$ cat src/rtl/alu_issue_ctrl_if.sv
// Request, ALU-drive, response and statistics signals of alu_issue_ctrl.
// The slave modport is the controller's view; master is the surrounding logic.
interface alu_issue_ctrl_if;
    logic        reqValid;
    logic        reqReady;
    logic [31:0] reqA;
    logic [31:0] reqB;
    logic [3:0]  reqOp;
    logic [3:0]  reqTag;

    logic [31:0] aluA;
    logic [31:0] aluB;
    logic [3:0]  aluOp;
    logic        aluEn;
    logic [31:0] aluResult;
    logic        aluZero;

    logic        rspValid;
    logic        rspReady;
    logic [31:0] rspResult;
    logic        rspZero;
    logic [3:0]  rspTag;
    logic        rspError;

    logic        busy;
    logic [31:0] issueCount;
    logic [15:0] errorCount;
    logic [31:0] stallCycles;

    modport slave (
        input  reqValid, reqA, reqB, reqOp, reqTag, aluResult, aluZero, rspReady,
        output reqReady, aluA, aluB, aluOp, aluEn,
        output rspValid, rspResult, rspZero, rspTag, rspError,
        output busy, issueCount, errorCount, stallCycles
    );

    modport master (
        output reqValid, reqA, reqB, reqOp, reqTag, aluResult, aluZero, rspReady,
        input  reqReady, aluA, aluB, aluOp, aluEn,
        input  rspValid, rspResult, rspZero, rspTag, rspError,
        input  busy, issueCount, errorCount, stallCycles
    );
endinterface

$ cat src/rtl/alu_issue_ctrl.sv
// Issues one request at a time to an external ALU and returns its result with the tag.
// Latency: 2+ALU_LATENCY cycles accept-to-response for legal ops, 1 cycle for illegal ops.
// Backpressure: response held until rspReady; a new request is accepted on the same edge.
module alu_issue_ctrl #(
    parameter int ALU_LATENCY = 1
) (
    input  logic             clk,
    input  logic             reset,
    alu_issue_ctrl_if.slave  bus
);
    typedef enum logic [1:0] {IDLE, ISSUE, WAIT, RESP} state_t;

    localparam logic [3:0] OP_MAX = 4'd9;

    state_t      state_q, state_d;
    logic [31:0] a_q, a_d;
    logic [31:0] b_q, b_d;
    logic [3:0]  op_q, op_d;
    logic [3:0]  tag_q, tag_d;
    logic [1:0]  wait_q, wait_d;
    logic [31:0] res_q, res_d;
    logic        zero_q, zero_d;
    logic        err_q, err_d;
    logic [31:0] issue_cnt_q, issue_cnt_d;
    logic [15:0] err_cnt_q, err_cnt_d;
    logic [31:0] stall_cnt_q, stall_cnt_d;

    logic req_ready;
    logic accept;

    assign req_ready = (state_q == IDLE) || ((state_q == RESP) && bus.rspReady);
    assign accept    = bus.reqValid && req_ready;

    always_comb begin
        state_d     = state_q;
        a_d         = a_q;
        b_d         = b_q;
        op_d        = op_q;
        tag_d       = tag_q;
        wait_d      = wait_q;
        res_d       = res_q;
        zero_d      = zero_q;
        err_d       = err_q;
        issue_cnt_d = issue_cnt_q;
        err_cnt_d   = err_cnt_q;
        stall_cnt_d = stall_cnt_q;

        case (state_q)
            IDLE: ;
            ISSUE: begin
                state_d = WAIT;
                wait_d  = 2'(ALU_LATENCY - 1);
                if (issue_cnt_q != '1) issue_cnt_d = issue_cnt_q + 32'd1;
            end
            WAIT: begin
                if (wait_q != 2'd0) begin
                    wait_d = wait_q - 2'd1;
                end else begin
                    res_d   = bus.aluResult;
                    zero_d  = bus.aluZero;
                    err_d   = 1'b0;
                    state_d = RESP;
                end
            end
            RESP: begin
                if (!bus.rspReady) begin
                    if (stall_cnt_q != '1) stall_cnt_d = stall_cnt_q + 32'd1;
                end else begin
                    state_d = IDLE;
                end
            end
            default: state_d = IDLE;
        endcase

        // A new accept overrides the IDLE return when the response drains on the same edge.
        if (accept) begin
            tag_d = bus.reqTag;
            if (bus.reqOp <= OP_MAX) begin
                a_d     = bus.reqA;
                b_d     = bus.reqB;
                op_d    = bus.reqOp;
                state_d = ISSUE;
            end else begin
                res_d   = 32'd0;
                zero_d  = 1'b0;
                err_d   = 1'b1;
                state_d = RESP;
                if (err_cnt_q != '1) err_cnt_d = err_cnt_q + 16'd1;
            end
        end
    end

    always_ff @(posedge clk) begin
        if (reset) begin
            state_q     <= IDLE;
            a_q         <= '0;
            b_q         <= '0;
            op_q        <= '0;
            tag_q       <= '0;
            wait_q      <= '0;
            res_q       <= '0;
            zero_q      <= 1'b0;
            err_q       <= 1'b0;
            issue_cnt_q <= '0;
            err_cnt_q   <= '0;
            stall_cnt_q <= '0;
        end else begin
            state_q     <= state_d;
            a_q         <= a_d;
            b_q         <= b_d;
            op_q        <= op_d;
            tag_q       <= tag_d;
            wait_q      <= wait_d;
            res_q       <= res_d;
            zero_q      <= zero_d;
            err_q       <= err_d;
            issue_cnt_q <= issue_cnt_d;
            err_cnt_q   <= err_cnt_d;
            stall_cnt_q <= stall_cnt_d;
        end
    end

    assign bus.reqReady    = req_ready;
    assign bus.aluA        = a_q;
    assign bus.aluB        = b_q;
    assign bus.aluOp       = op_q;
    assign bus.aluEn       = (state_q == ISSUE);
    assign bus.rspValid    = (state_q == RESP);
    assign bus.rspResult   = res_q;
    assign bus.rspZero     = zero_q;
    assign bus.rspTag      = tag_q;
    assign bus.rspError    = err_q;
    assign bus.busy        = (state_q != IDLE);
    assign bus.issueCount  = issue_cnt_q;
    assign bus.errorCount  = err_cnt_q;
    assign bus.stallCycles = stall_cnt_q;
endmodule

$ cat src/flat_wrapper.sv
// flat-port wrapper written by rule: the top's interface ports become plain ports
module alu_issue_ctrl_flat 
#(
    parameter int ALU_LATENCY = 1
)
  (clk, reset, bus_reqValid, bus_reqA, bus_reqB, bus_reqOp, bus_reqTag, bus_aluResult, bus_aluZero, bus_rspReady, bus_reqReady, bus_aluA, bus_aluB, bus_aluOp, bus_aluEn, bus_rspValid, bus_rspResult, bus_rspZero, bus_rspTag, bus_rspError, bus_busy, bus_issueCount, bus_errorCount, bus_stallCycles);
  alu_issue_ctrl_if bus_i ();
  input  logic clk;
  input  logic reset;
  input wire logic [$bits(bus_i.reqValid)-1:0] bus_reqValid;
  input wire logic [$bits(bus_i.reqA)-1:0] bus_reqA;
  input wire logic [$bits(bus_i.reqB)-1:0] bus_reqB;
  input wire logic [$bits(bus_i.reqOp)-1:0] bus_reqOp;
  input wire logic [$bits(bus_i.reqTag)-1:0] bus_reqTag;
  input wire logic [$bits(bus_i.aluResult)-1:0] bus_aluResult;
  input wire logic [$bits(bus_i.aluZero)-1:0] bus_aluZero;
  input wire logic [$bits(bus_i.rspReady)-1:0] bus_rspReady;
  output wire logic [$bits(bus_i.reqReady)-1:0] bus_reqReady;
  output wire logic [$bits(bus_i.aluA)-1:0] bus_aluA;
  output wire logic [$bits(bus_i.aluB)-1:0] bus_aluB;
  output wire logic [$bits(bus_i.aluOp)-1:0] bus_aluOp;
  output wire logic [$bits(bus_i.aluEn)-1:0] bus_aluEn;
  output wire logic [$bits(bus_i.rspValid)-1:0] bus_rspValid;
  output wire logic [$bits(bus_i.rspResult)-1:0] bus_rspResult;
  output wire logic [$bits(bus_i.rspZero)-1:0] bus_rspZero;
  output wire logic [$bits(bus_i.rspTag)-1:0] bus_rspTag;
  output wire logic [$bits(bus_i.rspError)-1:0] bus_rspError;
  output wire logic [$bits(bus_i.busy)-1:0] bus_busy;
  output wire logic [$bits(bus_i.issueCount)-1:0] bus_issueCount;
  output wire logic [$bits(bus_i.errorCount)-1:0] bus_errorCount;
  output wire logic [$bits(bus_i.stallCycles)-1:0] bus_stallCycles;
  assign bus_i.reqValid = bus_reqValid;
  assign bus_i.reqA = bus_reqA;
  assign bus_i.reqB = bus_reqB;
  assign bus_i.reqOp = bus_reqOp;
  assign bus_i.reqTag = bus_reqTag;
  assign bus_i.aluResult = bus_aluResult;
  assign bus_i.aluZero = bus_aluZero;
  assign bus_i.rspReady = bus_rspReady;
  assign bus_reqReady = bus_i.reqReady;
  assign bus_aluA = bus_i.aluA;
  assign bus_aluB = bus_i.aluB;
  assign bus_aluOp = bus_i.aluOp;
  assign bus_aluEn = bus_i.aluEn;
  assign bus_rspValid = bus_i.rspValid;
  assign bus_rspResult = bus_i.rspResult;
  assign bus_rspZero = bus_i.rspZero;
  assign bus_rspTag = bus_i.rspTag;
  assign bus_rspError = bus_i.rspError;
  assign bus_busy = bus_i.busy;
  assign bus_issueCount = bus_i.issueCount;
  assign bus_errorCount = bus_i.errorCount;
  assign bus_stallCycles = bus_i.stallCycles;
  alu_issue_ctrl #(.ALU_LATENCY(ALU_LATENCY)) u_core (.clk(clk), .reset(reset), .bus(bus_i));
endmodule
$ cat config.mk
export PLATFORM = sky130hd
export DESIGN_NAME = alu_issue_ctrl_flat
export DESIGN_NICKNAME = d
export VERILOG_FILES = /design/src/rtl/alu_issue_ctrl_if.sv /design/src/rtl/alu_issue_ctrl.sv /design/src/flat_wrapper.sv
export SDC_FILE = /design/constraint.sdc
export NUM_CORES = 1
export LEC_CHECK = 0
export ABC_AREA = 1
export ABC_CLOCK_PERIOD_IN_PS = 3400
export CORE_MARGIN = 2
export CORE_UTILIZATION = 25
export DETAILED_ROUTE_END_ITERATION = 16
export GPL_ROUTABILITY_DRIVEN = 0
export PLACE_DENSITY = 0.5
export SLEW_MARGIN = 30
export SYNTH_ARGS = -nofsm -noshare
export SYNTH_HDL_FRONTEND = slang
export SYNTH_SLANG_ARGS = --single-unit
export TNS_END_PERCENT = 30
$ cat constraint.sdc
create_clock -name clk -period 3.4 [get_ports clk]
set_input_delay 0.34 -clock clk [delete_from_list [all_inputs] [get_ports clk]]
set_output_delay 0.34 -clock clk [all_outputs]
set_load 0.01 [all_outputs]
==> run_results.csv, run 1 <==
group,metric,value,unit
worst_setup_path,path_cells,"inv_1 -> nand2_1 -> inv_1 -> clkdlybuf4s50_1",
detailed_routing,wl_per_cell,15.0,µm
worst_setup_path,r2r-end,"u_core.bus.stallCycles[17]",
global_route,grt_pass1_wl,46200,µm
timing,worst_slew_pin_slew,0.870,ns
detailed_routing,drc,0,
detailed_routing,viasPerCell,4.52,
detailed_routing,wl,29700,µm
placement,port_buffers,298,
pwr,power_density,418,nW/µm²
floorplan,start_util,25.3,%
global_route,gr-max-usage-layer,"met2",
synthesis,synth_xor_area_share,1.61,%
global_route,grt_use_met1,20.6,%
worst_setup_path,required,3.06,ns
worst_setup_path,cp_max_fo,11,
timing,period_minus_slack,2.50,ns
synthesis,synthMuxAreaShare,3.80,%
worst_setup_path,startpoint,"u_core.state_q[1]",
worst_setup_path,rr_worst_depth,12,
synthesis,yosys_warnings,0,
pwr,clkPwrFrac,37.7,%
placement,pre_cts_slack,1.08,ns
floorplan,fp.dieH,190,µm
timing,fin_ws,0.898,ns
hold_path,hold_class,"in -> reg",
synthesis,yosys.area_share.simple,34.3,%
pwr,p_leak,4.57,nW
worst_setup_path,startpoint_type,"register",
final_layout,fin_nets,1626,
placement,placed_cells,1949,
clock_network,cts_htree_levels,4,
pwr,p_int,3.87,mW
final_layout,antenna_cells,0,
timing,fin_crit_sh,73.6,%
synthesis,synth_edf_count,0,
global_route,grt_pass1_vias,8246,
pwr,peakVddDrop,0.354,mV
floorplan,ios,299,
worst_setup_path,critPathArrivalTime,2.16,ns
final_layout,layout-drive-gt1-share,4.46,%
timing,drv_slew,0,
clock_network,clock_latency,0.44,ns
floorplan,num_rows,68,
timing,timing.fmax,0.400,GHz
floorplan,die_area,36300,µm²
worst_setup_path,crit_type,"reg -> out",
synthesis,avgSynthCellArea,7.01,µm²
final_layout,syn2layout_area_growth,45.3,%
synthesis,synthAdderAreaFrac,0.576,%
timing,maxSlewHeadroom,41.9,%
final_layout,fillers,3617,
synthesis,synth_cells,1240,
clock_network,cts_max_path_buffers,2,
timing,setup_tns,0,ns
clock_network,cts_made_buffers,17,
global_route,gr-total-overflow,0,
clock_network,cts_tree,"done",
detailed_routing,drt_first_pass_iters,4,
worst_setup_path,crit_path_end_kind,"primary output",
timing,finClkSkew,0.0117,ns
worst_setup_path,slowest_delay,0.62,ns
pwr,combPwrFrac,16.9,%
worst_setup_path,crit_path_top_delay_cell,"clkdlybuf4s50_1",
worst_setup_path,critPathMostFrequentCell,"inv_1",
worst_setup_path,r2r_start,"u_core.bus.stallCycles[1]",
synthesis,synthFlopType,"dfxtp_1",
timing,hold_violations,0,
worst_setup_path,reg2reg_slack,1.17,ns
synthesis,syn-num-nets,1353,
pwr,switching_power,1.41,mW
timing,holdWs,0.393,ns
pwr,seqPwrFrac,45.4,%
detailed_routing,ant_nets,0,
global_route,use_met2,26.4,%
timing,setup_violations,0,
clock_network,postCtsSetupBuffers,0,
clock_network,cts_resized,0,
synthesis,ys_ff_latch,190,
synthesis,yosysSeqAreaShare,43.8,%
synthesis,syn_area,8690,µm²
global_route,use_met3,4.58,%
clock_network,clk_pin_slew,0.07,ns
clock_network,clock_sinks,190,
placement,dp_hpwl,21700,µm
detailed_routing,drt_iter0_markers,413,
status,status,"completed",
pwr,swShare,26.8,%
worst_setup_path,endpoint,"bus_aluEn",
global_route,grt_max_degree,69,
job,drv_cap,0,
synthesis,postSynth.asyncResetShare,0,%
synthesis,synth_compound_area_share,9.44,%
timing,rsz0062_at_grt,"no",
final_layout,layout.cells.non_filler,1980,
global_route,grtUsageTotal,16.2,%
clock_network,cts_hold_buf,0,
clock_network,cts-root-buf,"clkbuf_16",
pwr,power,5.28,mW
synthesis,synth_top_family_by_area,"simple AND/OR/NAND/NOR gates",
synthesis,synth_cell_types,35,
detailed_routing,vias,8950,
floorplan,coreArea,34400,µm²
floorplan,dieWidth,190,µm
global_route,antenna_found_initial,0,
synth_stat cells (2+ instances only):
cell      count  area (µm²)
or2_2         4        25.0
a21oi_1     128         641
nand3_1     134         671
nand4_1      17         106
nor2_4        5        56.3
a31oi_1       5        31.3
buf_2        27         135
o21ai_0      19        95.1
ha_1          4        50.1
nand2_2       4        25.0
nand2_4       2        22.5
nor2_1      223         837
xnor2_1       6        52.6
dfxtp_1     190        3800
nand2_1     303        1140
nor3_1        8        40.0
o21bai_1      3        22.5
buf_6         4        45.0
inv_1        73         274
xor2_1       10        87.6
clkbuf_1     22        82.6
mux2i_1      33         330
buf_4         3        22.5
inv_2         2        7.51
registers in the layout, summed over array words and instances, names as in the netlist, 4 cells and up:
name and flops:
u_core.bus.aluA 32, u_core.bus.aluB 32, u_core.bus.issueCount 32, u_core.bus.rspResult 32
u_core.bus.stallCycles 32, u_core.bus.errorCount 16, u_core.bus.aluOp 4, u_core.bus.rspTag 4
worst min-delay path by stage:
stage                startpoint           endpoint  slack, ns  cells after the start
2_1_floorplan  u_core.wait_q[0]   u_core.wait_q[0]       0.40                      1
3_3_place_gp   u_core.wait_q[0]   u_core.wait_q[0]       0.42                      1
3_5_place_dp   u_core.wait_q[0]   u_core.wait_q[0]       0.43                      1
4_1_cts                   reset  u_core.state_q[0]       0.37                      2
5_1_grt                   reset  u_core.state_q[0]       0.39                      2
6_report                  reset  u_core.state_q[0]       0.39                      2
power groups by stage:
stage,Combinational (mW),Sequential (mW),Clock (mW)
6_report,0.891,2.40,1.99
5_1_grt,0.970,2.41,2.14
4_1_cts,0.909,2.40,2.06
3_5_place_dp,0.906,2.45,0
3_3_place_gp,0.903,2.45,0
2_1_floorplan,0.390,2.49,0
layout make-up:
| cell class | instances | area [µm²] | area share [%] |
|---|---|---|---|
| clock inverters | 8 | 82.6 | 0.654 |
| multi-input cells | 918 | 4330 | 34.3 |
| well taps | 455 | 569 | 4.51 |
| flip-flops and latches | 190 | 3800 | 30.1 |
| inverters | 75 | 282 | 2.23 |
| clock buffers | 23 | 488 | 3.86 |
| repair buffers | 311 | 3080 | 24.4 |
layer usage:
| layer | share of wire (%) | wire length (µm) |
|---|---|---|
| met1 | 45 | 13200 |
| met2 | 47 | 14000 |
| met3 | 6.5 | 1930 |
| met4 | 1.8 | 547 |
| met5 | 0 | 0 |
through the flow:
step / area [µm²] / utilization [%]
6_report: 12600 / 36.8
5_1_grt: 12600 / 36.8
3_5_place_dp: 12100 / 35.1
3_3_place_gp: 12100 / 35.1
4_1_cts: 12600 / 36.8
2_1_floorplan: 8690 / -
cells by family (layout without fill, tap and decap cells):
group / Yosys count / after routing
AO/OA/AOI/OAI: 158 / 158
XOR/XNOR: 16 / 16
adder cells (fa/ha/maj): 4 / 4
buffers and inverters: 132 / 417
flip-flops: 190 / 190
multiplexers: 33 / 33
AND/OR/NAND/NOR: 707 / 707
worst max-delay path, delay by kind of cell (launching register included):
| family | cells | cell delay [ns] |
|---|---|---|
| flops | 1 | 0.36 |
| simple gates | 1 | 0.23 |
| buf+inv | 3 | 1.13 |
layout by cell type (no fill, tap or decap), types with 5 or more instances in the layout:
master           synthesis  layout
nor3_1                   8       8
a21oi_1                128     128
nand4_1                 17      17
clkdlybuf4s50_1          0     297
nand3_1                134     133
dfxtp_1                190     190
mux2i_1                 33      33
xnor2_1                  6       6
inv_1                   73      72
xor2_1                  10      10
nor2_1                 223     223
clkbuf_16                0      17
o21ai_0                 19      19
a31oi_1                  5       5
nor2_4                   5       5
nand2_1                303     303
buf_4                    3      14
Note: power is estimated with default switching activity, not from simulation.
==> run 2, diff against run 1 <==
--- a/config.mk
+++ b/config.mk
@@ -6,7 +6,7 @@
 export NUM_CORES = 1
 export LEC_CHECK = 0
 export ABC_AREA = 1
-export ABC_CLOCK_PERIOD_IN_PS = 3400
+export ABC_CLOCK_PERIOD_IN_PS = 2350
 export CORE_MARGIN = 2
 export CORE_UTILIZATION = 25
 export DETAILED_ROUTE_END_ITERATION = 16
==> constraint.sdc (replaced) <==
create_clock -name clk -period 2.35 [get_ports clk]
set_input_delay 0.235 -clock clk [delete_from_list [all_inputs] [get_ports clk]]
set_output_delay 0.235 -clock clk [all_outputs]
set_load 0.01 [all_outputs]
==> run 2 against run 1 <==
Against the previous run: via count up 0.19%; count of clock-buffer cells in the layout down 5; hold slack got worse by 0.092 ns; non-clock buffer count grew 11; critical endpoint is now u_core.bus.stallCycles[20]; setup slack worse by 0.63 ns; die area stayed put.
==> run_results.csv, run 2 (same netlist as run 1, synthesis figures left out) <==
group,metric,value,unit
status,status,"completed",
global_route,grt_use_met1,20.8,%
placement,pre_cts_slack,0.177,ns
clock_network,cts_tree,"done",
worst_setup_path,reg2reg_slack,0.26,ns
worst_setup_path,critPathArrivalTime,2.43,ns
worst_setup_path,critPathMostFrequentCell,"nand2_1",
timing,timing.fmax,0.479,GHz
floorplan,dieWidth,190,µm
worst_setup_path,rr_worst_depth,11,
clock_network,cts-root-buf,"clkbuf_16",
worst_setup_path,cp_max_fo,23,
final_layout,postLayoutCoreUtil,37.2,%
job,drv_cap,0,
timing,fin_crit_sh,88.8,%
worst_setup_path,crit_path_top_delay_cell,"dfxtp_1",
hold_path,hold_path_depth,4,
detailed_routing,ant_nets,0,
final_layout,syn2layout_area_growth,47.3,%
global_route,grt_max_degree,69,
floorplan,fp.dieH,190,µm
detailed_routing,wl_per_cell,15.1,µm
global_route,grt_pass1_vias,8484,
detailed_routing,viasPerCell,4.50,
detailed_routing,vias,8967,
worst_setup_path,crit_path_end_kind,"register",
final_layout,final_common_cell,"nand2_1",
worst_setup_path,required,2.69,ns
placement,placed_cell_area,12200,µm²
worst_setup_path,crit_type,"reg -> reg",
detailed_routing,drt_iter0_markers,512,
placement,placed_cells,1957,
floorplan,die_area,36300,µm²
pwr,p_leak,4.67,nW
timing,setup_violations,0,
detailed_routing,wl,30100,µm
worst_setup_path,path_cells,"ha_1 -> nand2_1 -> nor2_1 -> nand2_1 -> nor2_1 -> nand2_1 -> buf_4 -> nand3_1 -> nand2_1 -> nand2_1 -> nor2_1",
final_layout,antenna_cells,0,
floorplan,num_rows,68,
floorplan,coreArea,34400,µm²
worst_setup_path,cp.depth,11,
timing,rsz0062_at_grt,"no",
final_layout,fin_nets,1637,
pwr,peakVddDrop,0.514,mV
detailed_routing,drt_first_pass_iters,5,
global_route,gr-total-overflow,0,
global_route,gr-max-usage-layer,"met2",
pwr,power,7.85,mW
timing,worst_slew_pin_slew,0.728,ns
global_route,antenna_found_initial,1,
worst_setup_path,crit_buf_inv,1,
global_route,grt_pass1_wl,47000,µm
timing,holdWs,0.300,ns
placement,dp_hpwl,22000,µm
timing,drv_slew,0,
clock_network,clock_latency,0.46,ns
detailed_routing,drc,0,
hold_path,hold_class,"in -> reg",
clock_network,clock_sinks,190,
worst_setup_path,cpLargestDelayFamily,"simple AND/OR/NAND/NOR gates",
clock_network,clk_pin_slew,0.07,ns
timing,finClkSkew,0.0120,ns
pwr,power_density,613,nW/µm²
floorplan,ios,299,
final_layout,layout-drive-gt1-share,5.34,%
global_route,use_met3,3.70,%
global_route,grtUsageTotal,16.5,%
worst_setup_path,slowest_delay,0.40,ns
timing,hold_violations,0,
timing,maxSlewHeadroom,51.5,%
placement,port_buffers,298,
hold_path,min_from,"reset",
timing,period_minus_slack,2.09,ns
global_route,use_met2,27.5,%
worst_setup_path,r2r-end,"u_core.bus.stallCycles[20]",
hold_path,whs_endpoint,"u_core.bus.errorCount[12]",
final_layout,stdcell_area,12800,µm²
timing,fin_ws,0.263,ns
floorplan,start_util,25.3,%
timing,setup_tns,0,ns
clock_network,cts_max_path_buffers,2,
worst_setup_path,startpoint_type,"register",
clock_network,cts_made_buffers,17,
worst_setup_path,r2r_start,"u_core.bus.stallCycles[1]",
final_layout,layout.cells.non_filler,1992,
clock_network,cts_htree_levels,4,
final_layout,fillers,3665,
final_layout,mostFrequentLayoutCells,"nand2_1, clkdlybuf4s50_1, nor2_1, dfxtp_1, nand3_1",
## run 2: cell count changes in the layout (fill, tap and decap cells not counted), moves of 3 or more
cell,previous run,this run
clkbuf_8,4,0
inv_8,0,3
buf_4,14,21
clkinvlp_4,4,1
buf_12,0,4
inv_6,1,4
## run 2: final cells by class
type | instances | area [µm²] | share of cell area [%]
multi-input combinational | 918 | 4330 | 33.8
sequential | 190 | 3800 | 29.7
clock inverter | 14 | 173 | 1.35
clock buffer | 18 | 429 | 3.35
timing repair buffer | 322 | 3210 | 25.1
tap | 455 | 569 | 4.45
inverter | 75 | 285 | 2.23
## run 2: power by group
group / internal (mW) / switching [mW] / total [mW] / leakage (nW)
clock: 1.61 / 1.44 / 3.05 / 0.298
sequential: 3.38 / 0.0913 / 3.47 / 1.54
combinational: 0.674 / 0.654 / 1.33 / 2.83
## run 2: worst max path at each step
stage	to	startpoint	slack, ns
after floorplan	u_core.bus.stallCycles[23]	u_core.bus.stallCycles[1]	0.68
after global placement	u_core.bus.stallCycles[29]	bus_rspReady	0.20
after detailed placement	u_core.bus.stallCycles[29]	bus_rspReady	0.18
after CTS	bus_aluEn	u_core.state_q[1]	0.03
after global routing	u_core.bus.stallCycles[20]	u_core.bus.stallCycles[1]	0.02
final	u_core.bus.stallCycles[20]	u_core.bus.stallCycles[1]	0.26
## run 2: per-layer routing
metal | up-vias | wire length (µm)
met2 | 239 | 14300
li1 | 4594 | -
met5 | - | 12
met1 | 4102 | 13500
met3 | 30 | 1720
met4 | 2 | 586
## run 2: worst register-to-register path: stages (launching register included)
cell	delay (ns)
dfxtp_1	0.40
ha_1	0.21
nand2_1	0.08
nor2_1	0.23
nand2_1	0.11
nor2_1	0.11
nand2_1	0.25
buf_4	0.32
nand3_1	0.12
nand2_1	0.06
nand2_1	0.05
nor2_1	0.04
## run 2: repair_timing
item                       CTS  global route
setup endpoints to repair    0             1
hold buffers                 0             0
gates resized for setup      0             1
buffers inserted             0             3
